===== config.mk =====
export PLATFORM = sky130hd
export DESIGN_NAME = mgmt_core_wrapper
export DESIGN_NICKNAME = d
export VERILOG_FILES = /design/src/rtl/mgmt_core_wrapper.sv
export SDC_FILE = /design/constraint.sdc
export NUM_CORES = 1
export LEC_CHECK = 0
export BUFFER_PORTS_ARGS = -buffer_cell sky130_fd_sc_hd__buf_2
export CAP_MARGIN = 20
export CORE_ASPECT_RATIO = 1.75
export CORE_MARGIN = 2
export CORE_UTILIZATION = 30
export DETAILED_ROUTE_END_ITERATION = 12
export GPL_TIMING_DRIVEN = 0
export HOLD_SLACK_MARGIN = 0.12
export PLACE_DENSITY_LB_ADDON = 0.3
export SYNTH_ARGS = -nofsm -noshare
export SYNTH_HDL_FRONTEND = slang
export SYNTH_SLANG_ARGS = --single-unit

===== constraint.sdc =====
create_clock -name core_clk -period 3 [get_ports core_clk]
set_input_delay 0.6 -clock core_clk [delete_from_list [all_inputs] [get_ports core_clk]]
set_output_delay 0.6 -clock core_clk [all_outputs]
set_load 0.005 [all_outputs]

===== src/rtl/mgmt_core_wrapper.sv =====
// Management-core boot sequencer: reads NBYTES bytes from an SPI flash
// at RD_ADDR and reports every byte plus a progress code on the logic
// analyser bus, then raises a completion flag on the GPIO pad.
module mgmt_core_wrapper #(
    parameter int unsigned  CLK_DIV = 2,
    parameter logic [7:0]   RD_CMD  = 8'h03,
    parameter logic [23:0]  RD_ADDR = 24'h000000,
    parameter int unsigned  NBYTES  = 11
) (
    input  logic         core_clk,
    input  logic         core_rstn,
    output logic [127:0] la_output,
    output logic         gpio_out_pad,
    output logic         spi_clk,
    output logic         spi_cs_n,
    output logic         spi_mosi,
    input  logic         spi_miso,
    output logic         spi_sdoenb,
    output logic         flash_csb,
    output logic         flash_clk,
    output logic         flash_io0,
    input  logic         flash_io1,
    input  logic [31:0]  mprj_dat_i,
    input  logic [31:0]  hk_dat_i,
    input  logic         mprj_ack_i,
    input  logic         hk_ack_i
);

    typedef enum logic [2:0] {START, CMD, ADDR, DATA, REPORT, STOP, DONE} state_e;

    localparam logic [7:0] DIV_LAST  = 8'(CLK_DIV - 1);
    localparam logic [3:0] LAST_BYTE = 4'(NBYTES - 1);

    state_e       state_q, state_d;
    logic         csN_q;
    logic         spiClk_q;
    logic         sdoEnb_q;
    logic [7:0]   divCnt_q;
    logic [4:0]   bitCnt_q;
    logic [2:0]   rxBits_q;
    logic [7:0]   rxSr_q;
    logic [31:0]  txSr_q;
    logic [3:0]   byteCnt_q;
    logic [15:0]  checkbits_q;
    logic [7:0]   spivalue_q;
    logic         done_q;

    logic         inXfer;
    logic         tick;
    logic         riseEv;
    logic         fallEv;
    logic         stopEnd;
    logic         unusedInputs;

    // The divider runs only while chip select is low; STOP keeps it running
    // so the trailing low half-period of spi_clk can be timed.
    assign inXfer  = !csN_q && (state_q inside {CMD, ADDR, DATA, REPORT, STOP});
    assign tick    = inXfer && (divCnt_q == DIV_LAST);
    assign riseEv  = tick && !spiClk_q && (state_q != STOP);
    assign fallEv  = tick && spiClk_q;
    assign stopEnd = tick && !spiClk_q && (state_q == STOP);

    assign unusedInputs = ^{flash_io1, mprj_dat_i, hk_dat_i, mprj_ack_i, hk_ack_i};

    // State register.
    always_ff @(posedge core_clk or posedge core_rstn) begin
        if (core_rstn) state_q <= START;
        else           state_q <= state_d;
    end

    // Next-state logic: phase changes are tied to spi_clk edge events.
    always_comb begin
        state_d = state_q;
        case (state_q)
            START:   state_d = CMD;
            CMD:     if (fallEv && bitCnt_q == 5'd7)  state_d = ADDR;
            ADDR:    if (fallEv && bitCnt_q == 5'd31) state_d = DATA;
            DATA:    if (riseEv && rxBits_q == 3'd7)  state_d = REPORT;
            REPORT:  state_d = (byteCnt_q == LAST_BYTE) ? STOP : DATA;
            STOP:    if (stopEnd) state_d = DONE;
            DONE:    state_d = DONE;
            default: state_d = START;
        endcase
    end

    // SPI shift engine and report registers; clocking keeps running through
    // REPORT so bytes stream back-to-back without gap cycles.
    always_ff @(posedge core_clk or posedge core_rstn) begin
        if (core_rstn) begin
            csN_q       <= 1'b1;
            spiClk_q    <= 1'b0;
            sdoEnb_q    <= 1'b1;
            divCnt_q    <= 8'd0;
            bitCnt_q    <= 5'd0;
            rxBits_q    <= 3'd0;
            rxSr_q      <= 8'd0;
            txSr_q      <= {RD_CMD, RD_ADDR};
            byteCnt_q   <= 4'd0;
            checkbits_q <= 16'h0000;
            spivalue_q  <= 8'h00;
            done_q      <= 1'b0;
        end else begin
            if (state_q == START) begin
                checkbits_q <= 16'hA040;
            end
            if (state_q == CMD && csN_q) begin
                csN_q     <= 1'b0;
                sdoEnb_q  <= 1'b0;
                divCnt_q  <= 8'd0;
                txSr_q    <= {RD_CMD, RD_ADDR};
                bitCnt_q  <= 5'd0;
                rxBits_q  <= 3'd0;
                byteCnt_q <= 4'd0;
            end
            if (inXfer) begin
                divCnt_q <= tick ? 8'd0 : divCnt_q + 8'd1;
            end
            if (riseEv) begin
                spiClk_q <= 1'b1;
                if (state_q inside {DATA, REPORT}) begin
                    rxSr_q   <= {rxSr_q[6:0], spi_miso};
                    rxBits_q <= rxBits_q + 3'd1;
                end
            end
            if (fallEv) begin
                spiClk_q <= 1'b0;
                if (state_q inside {CMD, ADDR}) begin
                    txSr_q   <= {txSr_q[30:0], 1'b0};
                    bitCnt_q <= bitCnt_q + 5'd1;
                    if (bitCnt_q == 5'd31) sdoEnb_q <= 1'b1;
                end
            end
            if (state_q == REPORT) begin
                spivalue_q  <= rxSr_q;
                checkbits_q <= 16'hA041 + {12'd0, byteCnt_q};
                byteCnt_q   <= byteCnt_q + 4'd1;
            end
            if (stopEnd) begin
                csN_q <= 1'b1;
            end
            if (state_q == DONE) begin
                checkbits_q <= 16'hA090;
                done_q      <= 1'b1;
            end
        end
    end

    // Output mapping; MOSI is forced low whenever the driver is disabled.
    always_comb begin
        la_output        = '0;
        la_output[31:16] = checkbits_q;
        la_output[15:8]  = spivalue_q;
        gpio_out_pad     = done_q;
        spi_clk          = spiClk_q;
        spi_cs_n         = csN_q;
        spi_sdoenb       = sdoEnb_q;
        spi_mosi         = !sdoEnb_q && txSr_q[31];
        flash_csb        = 1'b1;
        flash_clk        = 1'b0;
        flash_io0        = 1'b0;
    end

endmodule


==> metrics, run 1 <==
Flop pwr share=46.6%; # resized after CTS=0; Clock transition at path regs=0.06 ns; Synth Area in Compound Gates=12.58%; Yosys warning total=0; startpoint types=flip-flop; post-DR vias/cell=4.000; gr ovfl total=0; syn_area_per_cell=10.43 µm²; Port Buf Inserts=24; drt total wl=7916 µm; Max Transition Viols Final=0; multi-input logic area=1823 µm²; number of core rows=59; post-route ant nets=0; Critical-path top delay cell=dfrtp_1; Final min period=2.314 ns; clk root buf=clkbuf_16; initial antenna violation count=0; global placer's final weighted congestion=0.7357; clock latency on the worst-skew pair=0.33 ns; CP Buf/Inv Count=2; Reg2Reg Setup Slack=0.69 ns; cell family with most CP delay=simple AND/OR/NAND/NOR gates; TritonCTS Sinks=83; Worst Reg-to-Reg Cells=7; drt initial violations=91; Die Area=16090 µm²; simple-gate area share of the yosys netlist=11.17%; num ports=206; reg2reg end=rxSr_q[5]$_DFFE_PP0P_; post-synthesis adder-cell area fraction=2.217%; Tcrit/Tclk final=77.12%; design area=5618 µm²; Max Clock Skew=0.008049 ns; Worst Hold Class=in2async; CTS Hold Bufs=0; Die H=166.3 µm; vias in the first global route=2947; max-cap viol count=0; post-synthesis sequential area ratio=46.11%; Pint=0.001888 W; Vias=3076; Mapped Cells=433; NetSw=0.0005141 W; Setup-failing EPs final=0; crit path DAT=2.53 ns; EDFF count, synth=0; status=complete, no violations; Global Route Usage Sum=10.14%; PwrDens=427.6 nW/µm²; hpwl dp=5931 µm; Seq cells post-synth=83; R2R Path Start=divCnt_q[1]$_DFFE_PP0P_; CP max FO=10; post-synthesis mux area share=3.574%; register area=2082 µm²; Final Hold Fails=0; largest family of logic cells by synthesized area=buffers and inverters; clock share of power=46.2%; Worst Setup End Kind=flip-flop; Worst Tran Pin Value=0.6376 ns; Post-CTS Setup Bufs=0; Synth-to-Final Area Change=24.41%; dpl cell area=5315 µm²; xor and xnor area share after synthesis=1.358%; synth unique cells=52; setup TNS=0 ns; NumNets Final=659; VDD IR max=0.1915 mV; DRC Markers=0; largest net degree at the start of global routing=59; RSZ-0062 raised after global routing=no; most frequent cells in the layout=buf_4 (116), conb_1 (114), dfrtp_1 (79); first-pass GRT wire length=13680 µm; average wire per standard cell=10.29 µm; static leakage=3.039 nW; WP data required=3.22 ns; CP peak stage delay=0.42 ns; core box area=14760 µm²; n_diodes=0; commonest non-fill, non-tap cell in the layout=buf_4; critical path, cell by cell=inv_1 > ha_1 > nor4b_2 > nand4_2 > nor3_2 > buf_4 > mux2_2; Critical Setup Path Class=reg2reg; dominant synthesized flop cell=dfrtp_1; CTS tree=yes; H-tree depth=3; relative slew slack=57.50%; Fillers=1443; maximum clock insertion buffer count=2; DR pass1 iterations=3; Die W=96.74 µm; Synth async-reset ratio=100.0%; layout cells sized above 1=32.25%; combinational power share=7.2%; sw frac=21.40%; max frequency=432.2 MHz; CP Depth=7; Initial Util=30.58%; synthesized area=4516 µm²; cts bufs inserted=9
[cells in the mapped netlist, types with 2 or more instances]
| cell type | count | area (µm²) |
|---|---|---|
| a21bo_2 | 2 | 20.02 |
| a21o_1 | 2 | 15.01 |
| a21oi_1 | 5 | 25.02 |
| a22o_1 | 32 | 280.3 |
| a22oi_1 | 2 | 15.01 |
| a31oi_1 | 5 | 31.28 |
| and2_1 | 4 | 25.02 |
| and3_1 | 5 | 31.28 |
| buf_2 | 5 | 25.02 |
| buf_4 | 116 | 870.8 |
| buf_6 | 6 | 67.56 |
| clkbuf_1 | 6 | 22.52 |
| conb_1 | 2 | 7.510 |
| dfrtp_1 | 79 | 1977 |
| dfstp_2 | 4 | 105.1 |
| ha_1 | 8 | 100.1 |
| inv_1 | 12 | 45.04 |
| mux2_1 | 2 | 22.52 |
| mux2_2 | 7 | 78.83 |
| mux2i_1 | 6 | 60.06 |
| nand2_1 | 48 | 180.2 |
| nand2b_1 | 4 | 25.02 |
| nand3_1 | 6 | 30.03 |
| nand4_1 | 4 | 25.02 |
| nor2_1 | 7 | 26.28 |
| nor2b_1 | 4 | 25.02 |
| nor3_1 | 2 | 10.01 |
| nor3b_1 | 2 | 15.01 |
| o21a_1 | 2 | 15.01 |
| o21ai_0 | 16 | 80.08 |
| o21ai_1 | 2 | 10.01 |
| xnor2_1 | 4 | 35.03 |
| xor2_1 | 3 | 26.28 |
[per-stage QoR]
step           setup WS, ns  total power (W)  util [%]  hold WS [ns]  instances
3_3_place_gp        -0.6124         0.001302     35.80        0.4596        752
6_report             0.6864         0.002402     38.05        0.2395        769
5_1_grt              0.4854         0.002505     38.05        0.2637        769
4_1_cts              0.6626         0.002428     38.05        0.2438        769
3_5_place_dp         0.6781         0.001308     36.00        0.4642        753
2_1_floorplan        0.2698         0.001295         -        0.4348        545
[logic make-up (layout without fill, tap and decap cells)]
| family | after synthesis | after routing |
|---|---|---|
| AO/OA/AOI/OAI | 76 | 76 |
| multiplexers | 15 | 15 |
| AND/OR/NAND/NOR | 97 | 97 |
| flip-flops | 83 | 83 |
| adder cells (fa/ha/maj) | 8 | 8 |
| other | 2 | 114 |
| buffers and inverters | 145 | 186 |
| XOR/XNOR | 7 | 7 |
[power groups by stage]
stage | combinational [W] | sequential (W) | clock (W)
floorplan | 0.000155 | 0.00114 | 0
detailed placement | 0.000168 | 0.00114 | 0
finish | 0.000173 | 0.00112 | 0.00111
global placement | 0.000162 | 0.00114 | 0
CTS | 0.000168 | 0.00112 | 0.00114
global route | 0.000195 | 0.00112 | 0.00119
[sequential cells by signal (all words and copies together) (netlist names), 3 cells and up]
name / cells
checkbits_q: 8
spivalue_q: 8
bitCnt_q: 5
rxBits_q: 3
rxSr_q: 8
txSr_q: 32
divCnt_q: 8
byteCnt_q: 4
state_q: 3
[layout make-up]
type                       instances  share of cell area [%]
multi-input combinational        317                   32.45
inverter                          12                  0.8463
clock buffer                      11                   4.321
clock inverter                     5                   1.069
tap                              183                   4.076
sequential                        83                   37.06
buffer                           133                   17.55
timing repair buffer              25                   2.628
[per-layer routing]
metal / up-vias / share of wire, % / track usage (%)
met5: - / 0 / 0
met4: 0 / 2.5 / 4.960
met3: 15 / 6.1 / 2.357
met2: 108 / 52 / 18.30
met1: 1412 / 40 / 10.99
li1: 1541 / - / -
[how the worst max path moves through the flow]
stage,startpoint,endpoint,slack (ns)
floorplan,core_rstn,bitCnt_q[0]$_DFF_PP0_,0.27
global placement,core_rstn,txSr_q[26]$_DFF_PP0_,-0.61
detailed placement,divCnt_q[1]$_DFFE_PP0P_,rxSr_q[0]$_DFFE_PP0P_,0.68
CTS,divCnt_q[1]$_DFFE_PP0P_,rxSr_q[0]$_DFFE_PP0P_,0.66
global route,divCnt_q[1]$_DFFE_PP0P_,rxSr_q[5]$_DFFE_PP0P_,0.49
finish,divCnt_q[1]$_DFFE_PP0P_,rxSr_q[5]$_DFFE_PP0P_,0.69
(Power assumes the default switching activity.)
==> inputs of run 2 (changes only) <==
==> constraint.sdc (replaced) <==
create_clock -name core_clk -period 2 [get_ports core_clk]
set_input_delay 0.4 -clock core_clk [delete_from_list [all_inputs] [get_ports core_clk]]
set_output_delay 0.4 -clock core_clk [all_outputs]
set_load 0.005 [all_outputs]
==> run 2 against run 1 <==
Compared with the run above:
- power grew 49%
- highest routed layer unchanged
- the run now ends with negative setup slack left
- worst setup slack lost 0.70 ns
- hold slack lost 0.0028 ns
- sequential power grew 50%
- cell count grew 2.6%
- clock skew shrank 0.0026 ns
- maximum frequency grew 15%
- cell area grew 5.4%
- combinational power grew 49%
- largest power group unchanged
- largest cell class unchanged
==> metrics, run 2 (same netlist as run 1, synthesis figures left out) <==
Critical-path top delay cell=dfrtp_1; max-cap viol count=0; Port Buf Inserts=24; Worst Setup End Kind=flip-flop; max reg flops=32; Final Hold Fails=0; relative slew slack=41.22%; Synth-to-Final Area Change=31.09%; NumNets Final=679; RSZ-0062 raised after global routing=yes; Critical Setup Path Class=reg2reg; failing checks=negative setup slack; crit path DAT=2.23 ns; layout cells sized above 1=35.64%; Largest Register=txSr_q; maximum clock insertion buffer count=2; drt total wl=8604 µm; TritonCTS Sinks=83; core box area=14760 µm²; Max Clock Skew=0.005491 ns; register area=2082 µm²; Core Util, Final=40.09%; static leakage=3.159 nW; Worst Hold Class=in2async; Global Route Usage Sum=10.25%; Setup-failing EPs final=8; hpwl dp=6058 µm; Post-Place Worst Slack=-0.3588 ns; Clock transition at path regs=0.06 ns; first-pass GRT wire length=13860 µm; post-DR vias/cell=4.087; number of core rows=59; most frequent cells in the layout=buf_4 (129), conb_1 (114), dfrtp_1 (79); Initial Util=30.58%; clock latency on the worst-skew pair=0.33 ns; cts bufs inserted=9; WP data required=2.22 ns; design area=5919 µm²; Fillers=1429; Top Layer Used=met4; n_diodes=0; Max Transition Viols Final=0; Die Area=16090 µm²; post-route ant nets=0; CP max FO=7; reg2reg end=txSr_q[26]$_DFF_PP0_; DRC Markers=0; max frequency=497.6 MHz; Tcrit/Tclk final=100.5%; Worst Tran Pin Value=0.8798 ns; Die H=166.3 µm; Reg2Reg Setup Slack=-0.01 ns; Met1 Wirelength=3158 µm; Worst Reg-to-Reg Cells=9; startpoint types=flip-flop; status=complete, but fails checks; H-tree depth=3; CTS Hold Bufs=0; Die W=96.74 µm; gr ovfl total=0; Vias=3225; average wire per standard cell=10.90 µm; Final min period=2.010 ns; multi-input logic area=1897 µm²; VDD IR max=0.3220 mV; vias in the first global route=3036; dpl cell area=5309 µm²; critical path, cell by cell=ha_2 > nor4b_4 > buf_4 > and4_1 > buf_6 > and3_4 > buf_12 > clkbuf_16 > a22o_1; PwrDens=604.1 nW/µm²; commonest non-fill, non-tap cell in the layout=buf_4; initial antenna violation count=0; global placer's final weighted congestion=0.7757; DR pass1 iterations=4; WL met2=4600 µm; largest net degree at the start of global routing=45; drt initial violations=132; R2R Path Start=divCnt_q[0]$_DFFE_PP0P_; clk root buf=clkbuf_16; DR WL met3=577 µm; CTS tree=yes; final setup margin=-0.009797 ns; num ports=206; CP peak stage delay=0.41 ns
-- run 2: cell types whose count changed in the layout (fill, tap and decap cells not counted), moves of 2 or more --
cell and delta:
buf_12 +2, a21oi_2 +2, a21oi_1 -2, clkinvlp_4 +2, buf_2 -2, mux2_2 -2
mux2_4 +2, buf_8 +3, clkbuf_16 +3, buf_4 +13
-- run 2: per-layer routing --
layer,track usage (%),up-vias
li1,-,1577
met1,10.41,1501
met2,19.05,128
met3,2.483,19
met4,5.328,0
met5,0,-
-- run 2: worst max-delay path by stage --
stage                                        from                     to  slack, ns  cells after the start
after floorplan           divCnt_q[1]$_DFFE_PP0P_  rxSr_q[1]$_DFFE_PP0P_       0.07                      7
after global placement    divCnt_q[1]$_DFFE_PP0P_  rxSr_q[1]$_DFFE_PP0P_      -0.30                      7
after detailed placement  divCnt_q[1]$_DFFE_PP0P_  rxSr_q[1]$_DFFE_PP0P_      -0.36                      7
after CTS                 divCnt_q[1]$_DFFE_PP0P_  rxSr_q[4]$_DFFE_PP0P_      0.006                      8
after global routing      divCnt_q[1]$_DFFE_PP0P_  rxSr_q[4]$_DFFE_PP0P_      -0.07                      8
final                     divCnt_q[0]$_DFFE_PP0P_   txSr_q[26]$_DFF_PP0_      -0.01                      9
-- run 2: report_power, final --
part / switching [W] / leakage (nW) / total, W / internal, W
clock network: 0.000639 / 0.139 / 0.00164 / 0.000999
registers: 0 / 1.12 / 0.00168 / 0.00168
logic: 0.000113 / 1.90 / 0.000258 / 0.000145
total: 0.000752 / 3.16 / 0.00358 / 0.00282
-- run 2: metrics by stage --
step	setup TNS, ns	power (W)	hold WS (ns)	instances
floorplan	0	0.001943	0.4348	545
global placement	-4.215	0.001954	0.4603	752
detailed placement	-6.436	0.001960	0.4603	753
CTS	0	0.003613	0.2555	772
global route	-1.661	0.003723	0.2955	789
finish	-0.03715	0.003576	0.2367	789
-- run 2: cell type report --
type | instances | share of cell area, %
timing repair buffer | 44 | 5.686
sequential | 83 | 35.17
tap | 183 | 3.868
multi-input combinational | 318 | 32.04
clock inverter | 4 | 0.8455
clock buffer | 12 | 4.164
buffer | 133 | 17.40
inverter | 12 | 0.8243
-- run 2: repair_timing --
action                     CTS  global route
gates resized for setup     10            18
gates cloned                 0             6
pin swaps                    1            28
setup endpoints to repair   47            45
buffers inserted             3            11
-- run 2: worst max-delay path, delay by kind of cell (launching register included) --
kind / cells / cell delay (ns)
simple gates: 3 / 0.50
compound gates: 1 / 0.20
flops: 1 / 0.41
buf+inv: 4 / 0.59
fa+ha+maj: 1 / 0.20
